--- config.mk ---
export PLATFORM = sky130hd
export DESIGN_NAME = adc_hamming_encoder
export DESIGN_NICKNAME = d
export VERILOG_FILES = /design/src/rtl/adc_ecc_pkg.sv /design/src/rtl/adc_sync_fifo.sv /design/src/rtl/adc_hamming_encoder.sv
export SDC_FILE = /design/constraint.sdc
export NUM_CORES = 1
export LEC_CHECK = 0
export CORE_UTILIZATION = 51
export DETAILED_ROUTE_END_ITERATION = 16
export GPL_TIMING_DRIVEN = 0
export PLACE_DENSITY = 0.75
export SYNTH_ARGS = -nofsm -noshare
export SYNTH_HDL_FRONTEND = slang
export SYNTH_SLANG_ARGS = --single-unit
--- constraint.sdc ---
create_clock -name clk -period 1.76 [get_ports clk]
set_input_delay 0.264 -clock clk [delete_from_list [all_inputs] [get_ports clk]]
set_output_delay 0.264 -clock clk [all_outputs]
set_load 0.01 [all_outputs]
--- src/rtl/adc_ecc_pkg.sv ---
`default_nettype none
// ============================================================================
// Module      : adc_ecc_pkg
// Description : Shared Hamming(6,3) widths and encoder for the ADC ECC path.
// Revision    : 1.0 - initial release
// ============================================================================
package adc_ecc_pkg;

  localparam int CODE_W = 6;
  localparam int DATA_W = 3;

  // Codeword layout, position 1..6 = p1 p2 d0 p4 d1 d2 (bit i-1 = position i).
  function automatic logic [CODE_W-1:0] hamming63_encode(input logic [DATA_W-1:0] data);
    logic p1;
    logic p2;
    logic p4;
    p1 = data[0] ^ data[1];
    p2 = data[0] ^ data[2];
    p4 = data[1] ^ data[2];
    return {data[2], data[1], p4, data[0], p2, p1};
  endfunction

endpackage
`default_nettype wire

--- src/rtl/adc_sync_fifo.sv ---
`default_nettype none
// ============================================================================
// Module      : adc_sync_fifo
// Description : Single-clock FIFO with extra-MSB pointers; head shown from storage.
// Revision    : 1.0 - initial release
// ============================================================================
module adc_sync_fifo #(
  parameter int WIDTH = 10,
  parameter int DEPTH = 4
) (
  input  logic             clk,
  input  logic             rst_n,
  input  logic             push_i,
  input  logic             pop_i,
  input  logic [WIDTH-1:0] wdata_i,
  output logic [WIDTH-1:0] rdata_o,
  output logic             full_o,
  output logic             empty_o
);

  localparam int AW = $clog2(DEPTH);
  localparam int PW = AW + 1;

  logic [WIDTH-1:0] mem_q [DEPTH];
  logic [PW-1:0]    wr_ptr_q;
  logic [PW-1:0]    rd_ptr_q;
  logic             do_push;
  logic             do_pop;

  assign empty_o = (wr_ptr_q == rd_ptr_q);
  assign full_o  = (wr_ptr_q[AW] != rd_ptr_q[AW]) &&
                   (wr_ptr_q[AW-1:0] == rd_ptr_q[AW-1:0]);

  // A push into a full FIFO is allowed only when the head leaves the same edge.
  assign do_pop  = pop_i & ~empty_o;
  assign do_push = push_i & (~full_o | do_pop);

  assign rdata_o = mem_q[rd_ptr_q[AW-1:0]];

  always_ff @(posedge clk or negedge rst_n) begin
    if (!rst_n) begin
      wr_ptr_q <= '0;
      rd_ptr_q <= '0;
      for (int i = 0; i < DEPTH; i++) begin
        mem_q[i] <= '0;
      end
    end else begin
      if (do_push) begin
        mem_q[wr_ptr_q[AW-1:0]] <= wdata_i;
        wr_ptr_q                <= wr_ptr_q + PW'(1);
      end
      if (do_pop) begin
        rd_ptr_q <= rd_ptr_q + PW'(1);
      end
    end
  end

endmodule
`default_nettype wire

--- src/rtl/adc_hamming_encoder.sv ---
`default_nettype none
// ============================================================================
// Module      : adc_hamming_encoder
// Description : Encodes ADC samples to Hamming(6,3), tags and queues them.
// Revision    : 1.0 - initial release
// ============================================================================
module adc_hamming_encoder
  import adc_ecc_pkg::*;
#(
  parameter int DEPTH = 4,
  parameter int SEQ_W = 4,
  parameter int OVF_W = 8
) (
  input  logic              clk,
  input  logic              rst_n,
  input  logic              sample_valid,
  input  logic [DATA_W-1:0] binary_in,
  output logic              code_valid,
  input  logic              code_ready,
  output logic [CODE_W-1:0] code_out,
  output logic [SEQ_W-1:0]  seq_out,
  output logic              fifo_full,
  output logic [OVF_W-1:0]  overflow_cnt
);

  logic [SEQ_W-1:0] seq_q;
  logic [SEQ_W-1:0] seq_d;
  logic [OVF_W-1:0] ovf_q;
  logic [OVF_W-1:0] ovf_d;
  logic             fifo_empty;
  logic             accept;
  logic             drop;

  // When full, code_valid is high, so code_ready alone means a pop this edge.
  assign accept = sample_valid & (~fifo_full | code_ready);
  assign drop   = sample_valid & fifo_full & ~code_ready;

  always_comb begin
    seq_d = seq_q;
    ovf_d = ovf_q;
    if (accept) begin
      seq_d = seq_q + SEQ_W'(1);
    end
    if (drop && (ovf_q != '1)) begin
      ovf_d = ovf_q + OVF_W'(1);
    end
  end

  always_ff @(posedge clk or negedge rst_n) begin
    if (!rst_n) begin
      seq_q <= '0;
      ovf_q <= '0;
    end else begin
      seq_q <= seq_d;
      ovf_q <= ovf_d;
    end
  end

  adc_sync_fifo #(
    .WIDTH (CODE_W + SEQ_W),
    .DEPTH (DEPTH)
  ) u_fifo (
    .clk     (clk),
    .rst_n   (rst_n),
    .push_i  (sample_valid),
    .pop_i   (code_ready),
    .wdata_i ({hamming63_encode(binary_in), seq_q}),
    .rdata_o ({code_out, seq_out}),
    .full_o  (fifo_full),
    .empty_o (fifo_empty)
  );

  assign code_valid   = ~fifo_empty;
  assign overflow_cnt = ovf_q;

endmodule
`default_nettype wire

# Word level (Yosys, flattened, before mapping)
# Cells that the tools add are included.
# totals
reg_bits	58
input_bits	7
output_inout_bits	20
word_cells	43
# classes
n_eq_ne	4
mux	6
n_addsub	4
order_cmp	3
n_reduce_logical	3
bitwise_logic	15
# ops
operator	count
$bwmux 40	1
$mux 10	3
$bmux 10 s2	1
$demux 10 s2	1
$add 8x1->8 const B	1
$ne 8x8->1 const B	1
$add 3x1->3 const B	2
$ge 3x3->1 const B	2
$not 2->3	2
$and 1x1->1	5
$add 4x1->4 const B	1
$eq 3x3->1	1
$logic_and 1x1->1	3
$lt 3x1->1 const B	1
$not 1->1	3
$xor 1x1->1	3
$eq 2x2->1	1
$or 1x1->1	2
$ne 1x1->1	1

# Longest topological paths before layout
# Gate-level depths: netlist (run 1).
# depth
ltp_word	6
mapped_depth	7
ltp_nobuf	6

# Hierarchy
# A second synthesis (run 1) with hierarchy kept.
# unflattened
hier_cells	200
area_unflattened_um2	2942.8
# modules_own_cells
module	area_per_inst_um2	cells_each	seq_area_each_um2	n_inst
adc_sync_fifo	2270.9	142	1151.1	1
adc_hamming_encoder	671.9	58	300.3	1

# Worst setup path after synthesis (run 1)
# No wires, ideal clock.
# synth_timing
path_kind	flip-flop to flip-flop
start	register u_fifo.rd_ptr_q[2]
end	register u_fifo.rd_ptr_q[1]
arrival_ns	1.761
period_less_slack_ns	1.886
required_ns	1.635
slack_ns	-0.126
path_stages_with_launch	5
n_path_buf	0
setup_time_ns	0.125
path_cell_list	dfrtp_1 xnor2_2 nand3_1 nand2_1 mux2_2
# synth_between
elab_chain_cells	3
# synth_rtl
item	line_no	rtl
start: declaration	adc_sync_fifo.sv:26	logic [PW-1:0] rd_ptr_q;
start signal: assignment	adc_sync_fifo.sv:53	rd_ptr_q <= rd_ptr_q + PW'(1);
$eq 3x3->1	adc_sync_fifo.sv:30	assign empty_o = (wr_ptr_q == rd_ptr_q);
$not 1->1	--	
named net code_valid	adc_hamming_encoder.sv:18	output logic code_valid,
$and 1x1->1	adc_sync_fifo.sv:35	assign do_pop = pop_i & ~empty_o;
# The timed path passes the listed nets, and every way through them passes these cells.
# A chain may end at the register's enable or synchronous reset.

# Final worst setup path (run 1)
# layout_timing
start	register u_fifo.rd_ptr_q[0]
end	output code_out[5]
# layout_between
elab_chain_cells	4
# layout_rtl
item	line_no	rtl
$not 2->3 (implied by the code)	adc_sync_fifo.sv:38	assign rdata_o = mem_q[rd_ptr_q[AW-1:0]];
$bmux 10 s2	adc_sync_fifo.sv:38	
$mux 10 (implied by the code) (2 in series)	adc_sync_fifo.sv:38	
end: declaration	adc_hamming_encoder.sv:20	output logic [CODE_W-1:0] code_out,
# No other way between the ends. The select of a mux whose other input is x is not followed.

==> results of run 1 <==
==> timing repair <==
action                                  4_1_cts  5_1_grt
resized for setup                            84       47
cloned                                        1        0
hold endpoints to repair                      0        0
setup buffers                                21       10
endpoints found under the setup margin       41       59
pin swaps                                    11        8
hold buffers                                  0        0
==> worst register-to-register path, delay by kind of cell (launching register included) <==
family / cells / cell delay (ns)
XOR/XNOR: 1 / 0.18
flip-flops: 1 / 0.46
buffers and inverters: 2 / 0.36
AO/OA/AOI/OAI: 1 / 0.43
multiplexers: 1 / 0.32
==> synthesized netlist by cell type (all sizes together) <==
| cell | instances |
|---|---|
| a21oi | 2 |
| nand4 | 3 |
| nand2 | 16 |
| o21ai | 12 |
| buf | 6 |
| a41oi | 1 |
| o41ai | 5 |
| nor3 | 2 |
| nor2b | 1 |
| clkbuf | 1 |
| ha | 7 |
| nor4 | 2 |
| xor2 | 8 |
| nand3 | 5 |
| xnor2 | 12 |
| a31oi | 1 |
| and2 | 4 |
| and4 | 1 |
| inv | 4 |
| nor2 | 6 |
| mux2 | 33 |
| dfrtp | 58 |
| mux4 | 10 |
==> stage by stage <==
stage	area (µm²)	hold slack (ns)	utilization, %
after global routing	3930	0.0434	75.1
after floorplan	2870	-0.0316	-
final	3930	-0.0124	75.1
after detailed placement	3220	0.385	61.5
after CTS	3720	0.0254	71.0
after global placement	3200	0.459	61.2
==> registers in the layout, summed over array words and instances, names as in the netlist <==
signal,count
u_fifo.mem_q,40
overflow_cnt,8
seq_q,4
u_fifo.rd_ptr_q,3
u_fifo.wr_ptr_q,3
==> layout by cell type (no fill, tap or decap), types with 7 or more instances in the layout <==
master           count
ha_1                 7
clkdlybuf4s50_1     12
dfrtp_1             52
mux2_4              31
xnor2_1              8
buf_4               20
nand2_1             14
clkbuf_8            10
mux4_2              10
buf_6               17
o21ai_0              7
==> kinds of logic after synthesis <==
group	count (synthesis)	share of synthesized area, %
buffers and inverters	11	2.59
AND/OR/NAND/NOR	40	6.62
AO/OA/AOI/OAI	21	7.81
multiplexers	43	21.3
XOR/XNOR	20	7.72
adder cells (fa/ha/maj)	7	3.07
flip-flops	58	50.9
==> power groups by stage <==
stage               Sequential [mW]  Clock (mW)  Combinational (mW)
CTS                            2.51        1.21                3.73
global placement               2.47           0                3.01
detailed placement             2.50           0                3.08
global route                   2.65        1.29                4.48
finish                         2.56        1.22                4.21
floorplan                      2.38           0                2.15
==> routing by layer <==
layer / share of wire [%] / vias up
li1: - / 862
met1: 44 / 927
met2: 50 / 42
met3: 3.4 / 11
met4: 2.0 / 0
met5: 0 / -
==> final timing paths <==
check                                            endpoint  cells past startpoint  slack, ns                            from
hold / removal               u_fifo.mem_q[10]$_DFFE_PN0P_                      1      -0.01                           rst_n
setup / recovery                              code_out[5]                      3      -0.13  u_fifo.rd_ptr_q[0]$_DFFE_PN0P_
min in group clk           u_fifo.rd_ptr_q[2]$_DFFE_PN0P_                      3       0.35                      code_ready
hold reg to reg              u_fifo.mem_q[15]$_DFFE_PN0P_                      2       0.47    u_fifo.mem_q[15]$_DFFE_PN0P_
setup reg to reg             u_fifo.mem_q[26]$_DFFE_PN0P_                      5      -0.11  u_fifo.wr_ptr_q[2]$_DFFE_PN0P_
max in group asynchronous  u_fifo.wr_ptr_q[2]$_DFFE_PN0P_                      2       1.15                           rst_n
==> area by class of cell <==
type,count,area (µm²),area share (%)
flip-flops and latches,58,1460,37.1
repair buffers,56,537,13.7
inverters,4,15.0,0.382
clock inverters,7,70.1,1.78
multi-input cells,131,1560,39.6
clock buffers,9,124,3.15
plain buffers,7,83.8,2.13
well taps,70,87.6,2.23
==> summary.md, run 1 <==
| Metric | Value |
|---|---|
| Core ar. | `0.00524 mm²` |
| Ports | `27` |
| Area grow syn2layout | `37.8%` |
| Pleak | `1.78 nW` |
| Routed Wire Length | `6010 µm` |
| Die W | `76.8 µm` |
| Port Buffers | `25` |
| First-pass GRT wire length | `9390 µm` |
| Rel. slew slack | `49.3%` |
| Mapped Area | `0.00285 mm²` |
| Final hold vios | `30` |
| CTS clock-pin slew for the worst setup and hold paths | `0.07 ns` |
| CP Capture Type | `output pin` |
| Power share of the clock group | `15.2%` |
| CP Buf/Inv Count | `2` |
| Die height | `76.8 µm` |
| Pin count of the biggest net entering global routing | `33` |
| Via count of the routed design | `1842` |
| Met3 Use GR | `4.52%` |
| Deepest clock path buffer count | `2` |
| CP required | `1.50 ns` |
| Routed length per instance | `17.6 µm` |
| Comb pwr share | `52.7%` |
| Routed Antenna Nets | `0` |
| DRT Pass-1 Iters | `4` |
| Initial Utilization | `54.5%` |
| Unrepaired setup endpoints after global routing | `yes` |
| Switching share of power | `35.7%` |
| Clock Latency Late Sink | `0.35 ns` |
| Worst-margin pin slew | `0.761 ns` |
| Grt met1 use | `28.4%` |
| Vias per cell | `5.39` |
| Die area | `0.00590 mm²` |
| Gr ovfl total | `0` |
| Cell Pwr Density | `2030 mW/mm²` |
| Startpoint class of the critical path | `flip-flop` |
| Min-delay worst type | `in2async` |
| F_max | `530 MHz` |
| DP HPWL | `3400 µm` |
| Final non-filler cell total | `342` |
| Vias in the first global route | `1844` |
| Distinct cells, synth | `28` |
| DRC Markers | `0` |
| # Max-Cap Violations | `0` |
| Hold slack | `-0.0124 ns` |
| Place WS | `-0.531 ns` |
| Power, Total | `7.98 mW` |
| Result of the run | `complete, but fails checks` |
| Synth area leader | `dfrtp_1` |
| Int Power | `5.14 mW` |
| H-tree depth | `3` |
| Clock sink total | `58` |
| CTS Root Cell | `clkbuf_8` |
| Final worst-path cycle share | `107%` |
| Share of layout cells above drive strength 1 | `51.5%` |
| Max stage delay on crit path | `0.52 ns` |
| Peak VDD IR | `1.22 mV` |
| GRT busiest layer | `met2` |
| Routability cong. | `0.745` |
| Cell total after placement | `296` |
| CP delay by family, top | `multiplexers` |
| Synthesis Warnings | `0` |
| Initial antenna violation count | `0` |
| Site row count | `26` |
| Initial drt markers | `83` |
| Post-synth net total | `214` |
| CP arrival | `1.62 ns` |
| Sw Pwr | `2.85 mW` |
| Post-layout min period | `1.89 ns` |
| M2 GR Usage | `33.4%` |
| Synthesized area per cell | `14.3 µm²` |
| Failing checks | `negative hold slack, negative setup slack` |
| Diode count | `0` |
| Num CTS Buffers | `9` |
| Total Routing Usage GR | `21.4%` |
| Mapped Cells | `200` |
| Fill cells | `319` |
| Final setup TNS | `-2.81 ns` |
| Critical path class | `reg2out` |
| Synth Register Bits | `58` |
| TritonCTS clock tree | `done` |
| Max FO, Critical Path | `4` |
| Flop pwr share | `32.0%` |
| Top cell type's share of synthesized area | `50.9%` |
| Crit-path cells | `buf_8, mux4_2, buf_6` |
| Crit-path slowest cell | `mux4_2` |
| Worst Skew | `0.00923 ns` |
| Max Slew Vio Count | `0` |
| Register area share after synthesis | `50.9%` |
| Final net count | `281` |
| Final Setup Violations | `46` |
| Ranking of synthesized cells by area | `dfrtp_1 51%, mux2_2 7.9%, mux4_2 7.9%` |
| Final worst slack | `-0.128 ns` |
No activity file was read; power rests on OpenSTA's default activity.
==> run 2: changes to the inputs <==
Settings changed: CELL_PAD_IN_SITES_DETAIL_PLACEMENT set to 0, CELL_PAD_IN_SITES_GLOBAL_PLACEMENT set to 1, CORE_UTILIZATION 51 to 43, PLACE_DENSITY 0.75 to not set, PLACE_DENSITY_LB_ADDON set to 0.1.
==> run 2 against run 1 <==
The run ends with negative setup slack left; cell count stayed put; via count is 1.1% higher; total power is 2.0% lower; cell area is 1.5% lower; critical endpoint unchanged; largest cell class unchanged; clock-buffer cell count is 6 higher; sequential share of layout area is 0.55 points higher.
==> summary.md, run 2 (synthesized netlist as in run 1, its figures left out) <==
| Metric | Value |
|---|---|
| Result of the run | `complete, but fails checks` |
| Failing checks | `negative setup slack` |
| CTS Root Cell | `clkbuf_8` |
| Cell Pwr Density | `2020 mW/mm²` |
| Max layer used | `met4` |
| DRT Pass-1 Iters | `4` |
| Routability cong. | `0.765` |
| CP arrival | `1.61 ns` |
| Pin count of the biggest net entering global routing | `34` |
| CTS clock-pin slew for the worst setup and hold paths | `0.07 ns` |
| Vias per cell | `5.45` |
| Initial Utilization | `44.7%` |
| RR Endpoint | `u_fifo.mem_q[6]$_DFFE_PN0P_` |
| Pleak | `1.75 nW` |
| DP HPWL | `3860 µm` |
| Deepest clock path buffer count | `2` |
| Routed Wire Length | `6210 µm` |
| Total Routing Usage GR | `19.5%` |
| Max Slew Vio Count | `0` |
| WL met3 | `194 µm` |
| Unrepaired setup endpoints after global routing | `yes` |
| Die height | `83.5 µm` |
| Power, Total | `7.82 mW` |
| CP Capture Type | `output pin` |
| Die W | `83.5 µm` |
| Commonest non-fill, non-tap cells in the layout | `52 x dfrtp_1, 32 x mux2_4, 20 x buf_6, 13 x clkbuf_8, 12 x clkdlybuf4s50_1` |
| # Max-Cap Violations | `0` |
| Cell repeated most along the worst path | `buf_6` |
| Diode count | `0` |
| Crit-path slowest cell | `mux4_2` |
| Cell total after placement | `303` |
| DR WL met2 | `3240 µm` |
| Reg2reg path depth | `6` |
| Site row count | `29` |
| Worst reg2reg setup slack | `-0.11 ns` |
| Worst-margin pin slew | `0.778 ns` |
| Final non-filler cell total | `342` |
| Routed length per instance | `18.2 µm` |
| Die area | `0.00696 mm²` |
| Share of layout cells above drive strength 1 | `50.6%` |
| Worst Skew | `0.00802 ns` |
| Peak VDD IR | `1.20 mV` |
| Area grow syn2layout | `35.8%` |
| Min-delay worst type | `in2async` |
| Via count of the routed design | `1863` |
| Max FFs per register | `40` |
| CP Buf/Inv Count | `2` |
| Routed Antenna Nets | `0` |
| Clock Latency Late Sink | `0.33 ns` |
| Final Setup Violations | `42` |
| Vias in the first global route | `1960` |
| DRC Markers | `0` |
| Largest Register | `u_fifo.mem_q` |
| First-pass GRT wire length | `10100 µm` |
| Port Buffers | `25` |
| H-tree depth | `3` |
| Final net count | `274` |
| Core ar. | `0.00639 mm²` |
| Final worst slack | `-0.112 ns` |
| CP delay by family, top | `multiplexers` |
| CP required | `1.50 ns` |
| Crit-path cells | `buf_6, mux4_2, buf_6` |
| WL met1 | `2720 µm` |
| Initial drt markers | `58` |
| Critical path class | `reg2out` |
| Initial antenna violation count | `0` |
| Post-layout min period | `1.87 ns` |
| Final hold vios | `0` |
| Ports | `27` |
| Rel. slew slack | `48.1%` |
| Cts-stage hold buffer count | `0` |
| Clock sink total | `58` |
| F_max | `534 MHz` |
| FF-to-FF Start | `u_fifo.wr_ptr_q[2]$_DFFE_PN0P_` |
| Most common cell after layout, fill and taps aside | `dfrtp_1` |
| Max FO, Critical Path | `4` |
| Num CTS Buffers | `9` |
| Final Util | `60.7%` |
| Max stage delay on crit path | `0.54 ns` |
| Final worst-path cycle share | `106%` |
| Gr ovfl total | `0` |
| TritonCTS clock tree | `done` |
| Startpoint class of the critical path | `flip-flop` |
run 2: cell type report:
cell class / count / area, µm²
tap: 77 / 96.3
clock buffer: 15 / 176
sequential: 58 / 1460
timing repair buffer: 49 / 488
buffer: 7 / 83.8
multi-input combinational: 131 / 1550
clock inverter: 1 / 7.51
fill: 511 / 2510
inverter: 4 / 15.0
run 2: how the worst max path moves through the flow:
stage / slack [ns] / startpoint / cells after the start / to
floorplan: 0.01 / u_fifo.rd_ptr_q[2]$_DFFE_PN0P_ / 4 / u_fifo.mem_q[3]$_DFFE_PN0P_
CTS: -0.21 / u_fifo.rd_ptr_q[0]$_DFFE_PN0P_ / 5 / u_fifo.mem_q[1]$_DFFE_PN0P_
global route: -0.15 / u_fifo.rd_ptr_q[0]$_DFFE_PN0P_ / 3 / code_out[5]
detailed placement: -0.58 / u_fifo.rd_ptr_q[0]$_DFFE_PN0P_ / 3 / code_out[1]
finish: -0.11 / u_fifo.rd_ptr_q[0]$_DFFE_PN0P_ / 3 / code_out[5]
global placement: -1.45 / rst_n / 1 / u_fifo.rd_ptr_q[1]$_DFFE_PN0P_
run 2: per-stage QoR:
| step | setup slack (ns) | setup TNS, ns | instance area (µm²) | hold slack [ns] |
|---|---|---|---|---|
| after floorplan | 0.0110 | 0 | 2870 | -0.0316 |
| after global placement | -1.45 | -81.54 | 3210 | 0.456 |
| after detailed placement | -0.585 | -9.57 | 3240 | 0.383 |
| after CTS | -0.209 | -6.34 | 3760 | 0.0338 |
| after global routing | -0.147 | -4.34 | 3870 | 0.0531 |
| final | -0.112 | -2.06 | 3870 | 0.00985 |
run 2: layer usage:
| metal | vias to the layer above | global-route usage, % |
|---|---|---|
| met5 | - | 0 |
| li1 | 849 | - |
| met3 | 5 | 4.85 |
| met4 | 0 | 6.01 |
| met2 | 30 | 32.8 |
| met1 | 979 | 25.1 |
run 2: report_power, final:
part           internal, mW  switching, mW  total (mW)
registers              1.97          0.573        2.54
clock network         0.629          0.517        1.15
logic                  2.44           1.70        4.14
run 2: timing repair:
item	CTS	global route
gates resized for setup	116	27
cloned	1	0
setup endpoints to repair	47	63
buffers inserted	18	5
endpoints found under the hold margin	0	0
pin swaps	20	10
run 2: worst register-to-register path: stages (launching register included):
cell,delay [ns]
dfrtp_2,0.46
xnor2_4,0.17
buf_6,0.15
o41ai_4,0.33
buf_4,0.21
buf_6,0.14
mux2_4,0.30
